<file path="src/rtl/uart_rx_deser_if.sv">
// Serial receive link bundle: the line into the deserialiser and the word/status it reports back.
// master = line driver / word consumer, slave = uart_rx_deser.
interface uart_rx_deser_if #(
    parameter int n = 8
);
    logic         rx;
    logic [n-1:0] data;
    logic         valid;
    logic         frame_err;
    logic         busy;

    modport master (output rx, input data, input valid, input frame_err, input busy);
    modport slave  (input rx, output data, output valid, output frame_err, output busy);
endinterface

</file>
<file path="src/rtl/uart_rx_deser.sv">
// Mid-bit sampling UART receiver (start 0, n data bits LSB first, stop 1) with framing-error detection.
// Define RX_SYNC_EN to pass rx through a 2-flop synchroniser (adds 2 cycles of latency).
module uart_rx_deser #(
    parameter int n            = 8,
    parameter int CLKS_PER_BIT = 1
) (
    input logic            clk,
    input logic            rst,
    uart_rx_deser_if.slave bus
);
    localparam int H  = (CLKS_PER_BIT - 1) / 2;
    localparam int CW = (CLKS_PER_BIT > 1) ? $clog2(CLKS_PER_BIT) : 1;
    localparam int BW = $clog2(n + 1);

    localparam logic [CW-1:0] CNT_LAST = CW'(CLKS_PER_BIT - 1);
    localparam logic [CW-1:0] CNT_HALF = CW'((H > 0) ? (H - 1) : 0);
    localparam logic [BW-1:0] BIT_LAST = BW'(n - 1);

    typedef enum logic [2:0] {IDLE, START, DATA, STOP, BREAK} state_t;

    state_t        state;
    logic [CW-1:0] cnt;
    logic [BW-1:0] bitcnt;
    logic [n-1:0]  shift;
    logic [n-1:0]  shift_nxt;
    logic          rx_s;
    logic          tick;

`ifdef RX_SYNC_EN
    logic [1:0] sync;

    always_ff @(posedge clk) begin
        if (rst) sync <= 2'b11;
        else     sync <= {sync[0], bus.rx};
    end

    assign rx_s = sync[1];
`else
    assign rx_s = bus.rx;
`endif

    assign tick = (cnt == CNT_LAST);

    always_comb begin
        shift_nxt        = shift >> 1;
        shift_nxt[n-1]   = rx_s;
    end

    // cnt counts edges since the previous sample point, so a sample falls every CLKS_PER_BIT edges
    always_ff @(posedge clk) begin
        if (rst) begin
            state         <= IDLE;
            cnt           <= '0;
            bitcnt        <= '0;
            shift         <= '0;
            bus.data      <= '0;
            bus.valid     <= 1'b0;
            bus.frame_err <= 1'b0;
            bus.busy      <= 1'b0;
        end else begin
            bus.valid     <= 1'b0;
            bus.frame_err <= 1'b0;
            case (state)
                IDLE: begin
                    if (!rx_s) begin
                        cnt      <= '0;
                        bitcnt   <= '0;
                        bus.busy <= 1'b1;
                        state    <= (H == 0) ? DATA : START;
                    end
                end
                START: begin
                    if (cnt == CNT_HALF) begin
                        cnt <= '0;
                        if (rx_s) begin
                            state    <= IDLE;
                            bus.busy <= 1'b0;
                        end else begin
                            state <= DATA;
                        end
                    end else begin
                        cnt <= cnt + 1'b1;
                    end
                end
                DATA: begin
                    if (tick) begin
                        cnt    <= '0;
                        shift  <= shift_nxt;
                        bitcnt <= bitcnt + 1'b1;
                        if (bitcnt == BIT_LAST) state <= STOP;
                    end else begin
                        cnt <= cnt + 1'b1;
                    end
                end
                STOP: begin
                    if (tick) begin
                        cnt <= '0;
                        if (rx_s) begin
                            bus.data  <= shift;
                            bus.valid <= 1'b1;
                            bus.busy  <= 1'b0;
                            state     <= IDLE;
                        end else begin
                            bus.frame_err <= 1'b1;
                            state         <= BREAK;
                        end
                    end else begin
                        cnt <= cnt + 1'b1;
                    end
                end
                BREAK: begin
                    // a line stuck low must not be mistaken for a new start bit
                    if (rx_s) begin
                        state    <= IDLE;
                        bus.busy <= 1'b0;
                    end
                end
                default: begin
                    state    <= IDLE;
                    bus.busy <= 1'b0;
                end
            endcase
        end
    end
endmodule

</file>
<file path="src/flat_wrapper.sv">
// flat-port wrapper written by rule: the top's interface ports become plain ports
module uart_rx_deser_flat 
#(
    parameter int n            = 8,
    parameter int CLKS_PER_BIT = 1
)
  (clk, rst, bus_rx, bus_data, bus_valid, bus_frame_err, bus_busy);
  uart_rx_deser_if #(.n(n)) bus_i ();
  input logic clk;
  input logic rst;
  input wire logic [$bits(bus_i.rx)-1:0] bus_rx;
  output wire logic [$bits(bus_i.data)-1:0] bus_data;
  output wire logic [$bits(bus_i.valid)-1:0] bus_valid;
  output wire logic [$bits(bus_i.frame_err)-1:0] bus_frame_err;
  output wire logic [$bits(bus_i.busy)-1:0] bus_busy;
  assign bus_i.rx = bus_rx;
  assign bus_data = bus_i.data;
  assign bus_valid = bus_i.valid;
  assign bus_frame_err = bus_i.frame_err;
  assign bus_busy = bus_i.busy;
  uart_rx_deser #(.n(n), .CLKS_PER_BIT(CLKS_PER_BIT)) u_core (.clk(clk), .rst(rst), .bus(bus_i));
endmodule
</file>
<file path="config.mk">
export PLATFORM = sky130hd
export DESIGN_NAME = uart_rx_deser_flat
export DESIGN_NICKNAME = d
export VERILOG_FILES = /design/src/rtl/uart_rx_deser_if.sv /design/src/rtl/uart_rx_deser.sv /design/src/flat_wrapper.sv
export SDC_FILE = /design/constraint.sdc
export NUM_CORES = 1
export LEC_CHECK = 0
export BUFFER_PORTS_ARGS = -buffer_cell sky130_fd_sc_hd__buf_2
export CAP_MARGIN = 20
export CORE_ASPECT_RATIO = 0.75
export CORE_MARGIN = 3
export CORE_UTILIZATION = 43
export DETAILED_ROUTE_END_ITERATION = 8
export MAX_ROUTING_LAYER = met4
export PLACE_DENSITY = 0.62
export SLEW_MARGIN = 10
export SYNTH_ARGS = -nofsm -noshare
export SYNTH_HDL_FRONTEND = slang
export SYNTH_SLANG_ARGS = --single-unit
</file>
<file path="constraint.sdc">
create_clock -name clk -period 1.2 [get_ports clk]
set_input_delay 0.06 -clock clk [delete_from_list [all_inputs] [get_ports clk]]
set_output_delay 0.06 -clock clk [all_outputs]
set_load 0.1 [all_outputs]
</file>
==> impl_metrics.toml <==
[logic_synthesis]
synth.top_cell.area_share_pct = 51.4
synth-seq-cells = 26
synthCells = 123
synth_area_leaders = "dfxtp_1 (51%), nand2_1 (13%), a21oi_1 (9.9%)"
yosys.area.top_type = "dfxtp_1"
netlist_top_cells_count = "nand2_1 (34), dfxtp_1 (26), a21oi_1 (20), clkbuf_1 (6), nor2_1 (6)"
ys_async_sr_fraction_pct = 0
synth_area_mm2 = 0.00101
synth_edf_count = 0
syn-num-nets = 127
yosys_warnings = 0
synthFlopType = "dfxtp_1"
ys_seq_area_share_pct = 51.4
yosysMostFrequentCell = "nand2_1"
synthDistinctLibCells = 26
syn_avg_cell_area_um2 = 8.23

[grt]
grtUsageMet3_pct = 5.66
grt_usage_pct = 16.2
grt_use_met2_pct = 23.8
grt.busiest_layer = "met2"
first_global_vias = 747
grt_start_max_net_pins = 19
grt-ovfl-total = 0
grt_use_met1_pct = 21.4
antenna_found_initial = 0
grt_pass1_wl_um = 3350

[placement]
dp.cells = 168
dp_hpwl_um = 1440
io_buffers = 13
place_congestion = 0.766

[sta]
rsz0062_at_grt = "true"
fin_setup_tns_ps = -60.8
finalCritPeriodShare_pct = 104
worstMarginPinSlew_ps = 486
setup_violations = 3
report.final.hold_viol_count = 0
slew_headroom_pct = 67.8
fmax_mhz = 798
report.final.slew_viol_count = 0
finClkSkew_ps = 9.33
final.setup.worst_slack_ps = -52.9
post-route-min-period_ps = 1250

[detailed_routing]
drt_iter0_markers = 54
vias = 890
drt_wl_total_um = 2090
ant_nets = 0
drcViolationCount = 0
wl_per_cell_um = 12.0
firstDrtPassIters = 4
vias_per_cell = 5.11

[floorplanning]
die_x_um = 62.0
die_area_mm2 = 0.00298
ioPinCount = 14
start_util_pct = 47.8
fp.dieH_um = 48.0
num_rows = 14
core_mm2 = 0.00212

[clocking]
cts_tree = "yes"
htreeDepth = 1
clk_latency_ps = 320
clk_pin_slew_ps = 140
clock-sinks = 26
post_cts_buffers = 0
root_buffer = "clkbuf_4"
cts_buffers = 3
cts_max_path_buffers = 2

[pwr]
p_per_area_mw_per_mm2 = 1130
p_leak_nw = 0.477
ir_drop_mv = 0.879

[min_path]
hold_path_class = "reg -> reg"

[cells_and_area]
drive_gt1_share_pct = 36.6
antenna_cells = 0
final_cells = 174
nets = 147
fin_util_pct = 60.9
syn_to_final_growth_pct = 27.4

[setup_path]
start_kind = "register"
crit_required_ps = 1460
cpPeakStageDelay_ps = 460
arrival_ps = 1520
cp_slowest_cell = "or4b_1"
worst_setup_path_end_kind = "register"
crit_chain = "or2_4 -> or4b_1 -> a31oi_1"
cp_max_fo = 2
criticalPathCategory = "reg -> reg"

[status]
violations = "negative setup slack"
outcome = "complete, but fails checks"

[run]
maxCapViolCount = 0
-- final timing paths --
check	from	to	slack (ps)	cells after the start
worst min-delay path	u_core.bus.data[6]	u_core.bus.data[6]	460	2
worst max-delay path	u_core.state[2]	u_core.bitcnt[3]	-50	3
worst max register to register	u_core.state[2]	u_core.bitcnt[3]	-50	3
worst min register to register	u_core.bus.data[6]	u_core.bus.data[6]	460	2
-- critical path: cells and delay by family (launching register included) --
| family | cells | cell delay [ps] |
|---|---|---|
| simple gates | 2 | 700 |
| flops | 1 | 340 |
| compound gates | 1 | 170 |
-- area by class of cell --
cell class	instances	area, um2
clock buffer	4	36.3
timing repair buffer	24	164
multi-input combinational	87	507
inverter	1	3.75
tap	32	40.0
fill	208	830
sequential	26	539
-- power by group --
part / internal (mW) / leakage [nW] / switching, mW
Combinational: 0.0467 / 0.239 / 0.0786
Clock: 0.186 / 0.0210 / 0.252
Sequential: 0.878 / 0.217 / 0.0154
Total: 1.11 / 0.477 / 0.346
-- cells by family (layout without fill, tap and decap cells) --
kind of cell / count (synthesis) / after routing / share of synthesized area (%)
adder cells (fa/ha/maj): 1 / 1 / 1.24
flip-flops: 26 / 26 / 51.4
buffers and inverters: 10 / 29 / 4.08
AO/OA/AOI/OAI: 29 / 29 / 15.3
AND/OR/NAND/NOR: 57 / 57 / 27.9
-- metal layers --
metal / part of all wire (%) / vias to the layer above
met4: 0.62 / 0
met2: 45 / 15
met3: 4.2 / 2
li1: - / 450
met5: 0 / -
met1: 50 / 423
-- registers in the layout, summed over array words and instances, names as in the netlist --
| name | flops |
|---|---|
| u_core.shift | 8 |
| u_core.bus.data | 8 |
| u_core.bus.valid | 1 |
| u_core.bitcnt | 4 |
| u_core.bus.busy | 1 |
| u_core.bus.frame_err | 1 |
| u_core.state | 3 |
-- timing repair --
action                                  4_1_cts  5_1_grt
hold buffers                                  2        0
pin swaps                                     0        4
endpoints found under the hold margin         3        0
endpoints found under the setup margin        6       24
gates resized for setup                       2       20
-- through the flow --
step                power, mW  setup WS [ps]  instance area [um2]  hold slack, ps
floorplan               0.992          -21.9                 1050             363
global placement         1.01          0.365                 1160             331
detailed placement       1.02          -48.7                 1160             335
CTS                      1.45          -54.3                 1220             462
global route             1.52           -118                 1290             479
finish                   1.46          -52.9                 1290             459
-- cells in the final DEF (no fill, tap or decap), types with 2 or more instances in the layout --
cell type | synthesis | routed
buf_4 | 0 | 8
a21oi_2 | 0 | 3
nand2_1 | 34 | 32
nand3_1 | 2 | 2
nand2_2 | 0 | 2
o21ai_0 | 5 | 5
nor2_1 | 6 | 6
nor2b_1 | 4 | 3
a21oi_1 | 20 | 17
dfxtp_1 | 26 | 13
dfxtp_2 | 0 | 12
clkbuf_4 | 0 | 6
dlygate4sd3_1 | 0 | 2
buf_2 | 3 | 10
Power figures use the tool's default switching activity.
